$ cat src/rtl/ttl_74161_chain.sv
// Cascaded 74161/74163-style 4-bit synchronous counters on a single system clock.
// CE marks the emulated board-clock edge; RCO/TC are combinational carry-lookahead outputs.
module ttl_74161_chain #(
    parameter int                 CHIPS       = 2,
    parameter bit                 SYNC_CLEAR  = 1'b0,
    parameter logic [4*CHIPS-1:0] RESET_VALUE = '0
) (
    input  logic                 Clk,
    input  logic                 Reset,
    input  logic                 CE,
    input  logic                 Clear_bar,
    input  logic                 Load_bar,
    input  logic                 ENP,
    input  logic                 ENT,
    input  logic [4*CHIPS-1:0]   D,
    output logic [4*CHIPS-1:0]   Q,
    output logic [CHIPS-1:0]     RCO,
    output logic                 TC
);

    logic [4*CHIPS-1:0] q_next;
    logic [CHIPS-1:0]   ent_chip;
    logic               carry;
    logic               clear_now;

    // Carry chain is built as a running AND so each chip sees the pre-edge RCO of the one below.
    always_comb begin
        ent_chip = '0;
        RCO      = '0;
        carry    = ENT;
        for (int i = 0; i < CHIPS; i++) begin
            ent_chip[i] = carry;
            carry       = carry & (Q[4*i +: 4] == 4'hF);
            RCO[i]      = carry;
        end
    end

    assign TC        = RCO[CHIPS-1];
    assign clear_now = !Clear_bar && (!SYNC_CLEAR || CE);

    always_comb begin
        q_next = Q;
        if (clear_now) begin
            q_next = '0;
        end else if (CE && !Load_bar) begin
            q_next = D;
        end else if (CE && ENP) begin
            for (int i = 0; i < CHIPS; i++) begin
                if (ent_chip[i]) begin
                    q_next[4*i +: 4] = Q[4*i +: 4] + 4'd1;
                end
            end
        end
    end

    always_ff @(posedge Clk or posedge Reset) begin
        if (Reset) begin
            Q <= RESET_VALUE;
        end else begin
            Q <= q_next;
        end
    end

endmodule

$ cat config.mk
export PLATFORM = sky130hd
export DESIGN_NAME = ttl_74161_chain
export DESIGN_NICKNAME = d
export VERILOG_FILES = /design/src/rtl/ttl_74161_chain.sv
export SDC_FILE = /design/constraint.sdc
export NUM_CORES = 1
export LEC_CHECK = 0
export BUFFER_PORTS_ARGS = -buffer_cell sky130_fd_sc_hd__buf_2
export CORE_AREA = 4 4 41 43
export CTS_BUF_LIST = sky130_fd_sc_hd__clkbuf_2 sky130_fd_sc_hd__clkbuf_4 sky130_fd_sc_hd__clkbuf_8
export DETAILED_ROUTE_END_ITERATION = 12
export DIE_AREA = 0 0 45 47
export GPL_TIMING_DRIVEN = 0
export HOLD_SLACK_MARGIN = 0.12
export PLACE_DENSITY = 0.72
export SYNTH_ARGS = -nofsm -noshare
export SYNTH_HDL_FRONTEND = slang
export SYNTH_SLANG_ARGS = --single-unit
$ cat constraint.sdc
create_clock -name Clk -period 1.6 [get_ports Clk]
set_clock_uncertainty 0.1 [all_clocks]
set_input_delay 0.24 -clock Clk [delete_from_list [all_inputs] [get_ports Clk]]
set_output_delay 0.24 -clock Clk [all_outputs]
set_load 0.01 [all_outputs]
==> results by group <==
Detailed routing
  • 1st-iter DRT viols: 6
  • Drt pass-1 iters: 4
  • Vias: 566
  • # DRC: 0
  • Routed WL per cell: 13.2 um
  • Via density: 5.39
  • WL final: 1.39 mm
  • ANT nets after route: 0

Setup path
  • Critical path, cell by cell: ha_2 > and3_4 > and2_4 > and4_4 > buf_6 > buf_6
  • Critical path class: reg2out
  • Crit path largest cell delay: 0.38 ns
  • Most used cell, CP: buf_6
  • CP startpoint: Q[0]
  • CP max-delay cell: dfrtp_1
  • WP data arrival: 1.50 ns
  • Required @ worst endpoint: 1.26 ns
  • Worst r2r src: Q[0]
  • Worst-path fanout max: 3
  • Buf/Inv on CP: 2
  • CP endpoint kind: output pin
  • CP Launch Type: flop
  • CP delay by family, top: simple AND/OR/NAND/NOR gates

Floorplanning
  • Die Footprint: 2120 sq um
  • Die height: 47 um
  • Site Rows: 13
  • Io pins: 26
  • Initial core utilization: 0.395
  • CORE AREA: 1300 sq um
  • DIE WIDTH: 45 um

Yosys
  • Fraction of registers with async set/reset: 1.00
  • Mapped Cells: 57
  • Yosys cell types: 26
  • Post-synth top area cell: dfrtp_1
  • Number of synthesized register bits: 8
  • Mapped Area: 514 sq um
  • Post-synth top cells: dfrtp_1 (8), a21oi_1 (7), o21ai_1 (5)
  • Sequential area share after synthesis: 0.389
  • Most common cell in the netlist: dfrtp_1
  • Synthesized Nets: 74
  • Primary FF master, synth: dfrtp_1
  • Top post-synthesis cells by area: dfrtp_1 (39%), a21oi_1 (6.8%), xor2_1 (5.1%)
  • Post-synth EDFFs: 0
  • Ys Warns: 0
  • Syn avg cell area: 9.02 sq um
  • Top cell type's share of synthesized area: 0.389

Outcome
  • Status: finished, violations left
  • Failing checks: setup timing

Job
  • MaxCap Viol Count: 0

Timing
  • Crit share post-route: 1.15
  • RSZ-0062 raised after global routing: yes
  • Setup ws final: -0.244 ns
  • Tmin final: 1.84 ns
  • Final hold violations: 0
  • Slew margin rel.: 0.799
  • Fmax: 542 MHz
  • Final setup fails: 3
  • Worst-Margin Slew: 0.301 ns
  • Slew Viols, Final: 0

Cells and area
  • Share of layout cells above drive strength 1: 0.456
  • # nets final: 109
  • Fin area: 743 sq um
  • Biggest register: Q
  • Final antenna diode count: 0
  • Largest register FFs: 8
  • Largest regs: Q x8
  • P&R area growth vs syn: 44.5%

Placement
  • Number of port buffers: 25
  • GP Congestion: 0.736
  • Final HPWL DP: 1.04 mm
  • Post-DP Area: 674 sq um

Global routing
  • Largest net degree at the start of global routing: 11
  • Initial antenna violation count: 0
  • First-pass GRT wire length: 2.17 mm
  • Gr usage total: 0.151
  • Grt total ovfl: 0
  • Vias in the first global route: 497

Power and ir drop
  • Leakage: 0.401 nW
  • VDD IR max: 0.000419 V
  • Pwr/cell area: 676 nW/um^2
  • Total power: 503 uW

CTS
  • # clock sinks: 8
  • Clk slew on worst S/H paths: 0.06 ns
  • Depth of the CTS H-tree: 1
  • Num CTS Buffers: 3
  • Clock tree buffer depth: 2
  • Clk Latency, worst-skew pair: 0.26 ns
  • TritonCTS clock tree: yes
  • Root Buffer: clkbuf_4

Worst hold path
  • HP Class: in2reg
  • Min-delay src: D[3]
[final timing paths]
check | end | cells past startpoint | slack (ns)
worst max-delay path | RCO[1] | 6 | -0.24
min in group asynchronous | Q[0] | 3 | 0.37
worst min register to register | Q[3] | 2 | 0.47
worst max register to register | Q[5] | 6 | 0.13
worst min-delay path | Q[3] | 3 | 0.16
max in group asynchronous | Q[7] | 3 | 0.80
[tightest hold or removal path: cells and delay by family]
family                 cells  cell delay [ns]
AO/OA/AOI/OAI              2             0.17
buffers and inverters      1             0.08
[report_power, final]
group | total (mW) | switching (mW) | internal, mW
combinational | 0.116 | 0.0590 | 0.0573
clock | 0.158 | 0.0717 | 0.0860
sequential | 0.229 | 0.0122 | 0.216
total | 0.503 | 0.143 | 0.360
[what timing repair did]
item	CTS	global route
setup endpoints to repair	3	3
buffers inserted	3	1
hold buffers	1	0
hold endpoints to repair	8	0
pin swaps	1	0
resized for setup	1	0
cloned	0	0
[cells in the final DEF, fill, tap and decap left out, types with 2 or more instances in the layout]
| master | instances |
|---|---|
| a21oi_1 | 7 |
| buf_6 | 2 |
| nand3_1 | 4 |
| clkbuf_4 | 3 |
| xor2_1 | 3 |
| and3_1 | 3 |
| buf_2 | 25 |
| buf_4 | 4 |
| dfrtp_1 | 8 |
| o21ai_0 | 4 |
| o21ai_1 | 5 |
| nor3b_1 | 2 |
| nand2_1 | 2 |
[area by class of cell]
cell class	instances	area [sq um]
sequential	8	200
inverter	1	3.75
fill	126	558
clock buffer	3	22.5
timing repair buffer	30	171
buffer	2	16.3
tap	15	18.8
multi-input combinational	46	310
[per-stage QoR]
step,instances,utilization,worst slack [ns],setup TNS [ns],hold slack [ns]
final,105,0.571,-0.244,-0.460,0.164
after global placement,97,0.518,-0.0835,-0.100,0.0918
after floorplan,57,-,-0.0456,-0.0456,-0.0443
after detailed placement,97,0.518,-0.0924,-0.117,0.0926
after CTS,104,0.565,-0.238,-0.443,0.160
after global routing,105,0.571,-0.301,-0.618,0.163
[metal layers]
metal	track usage	routed length (um)
met1	0.167	557
met2	0.249	690
met3	0.0230	94
met4	0.140	46
met5	0	0
[logic make-up (layout without fill, tap and decap cells)]
logic type | Yosys count | after routing | synth area share
compound gates | 20 | 20 | 0.229
simple gates | 20 | 20 | 0.231
flops | 8 | 8 | 0.389
xor+xnor | 3 | 3 | 0.0511
buf+inv | 3 | 36 | 0.0316
fa+ha+maj | 2 | 2 | 0.0487
mux | 1 | 1 | 0.0195
No activity file was read; power rests on OpenSTA's default activity.
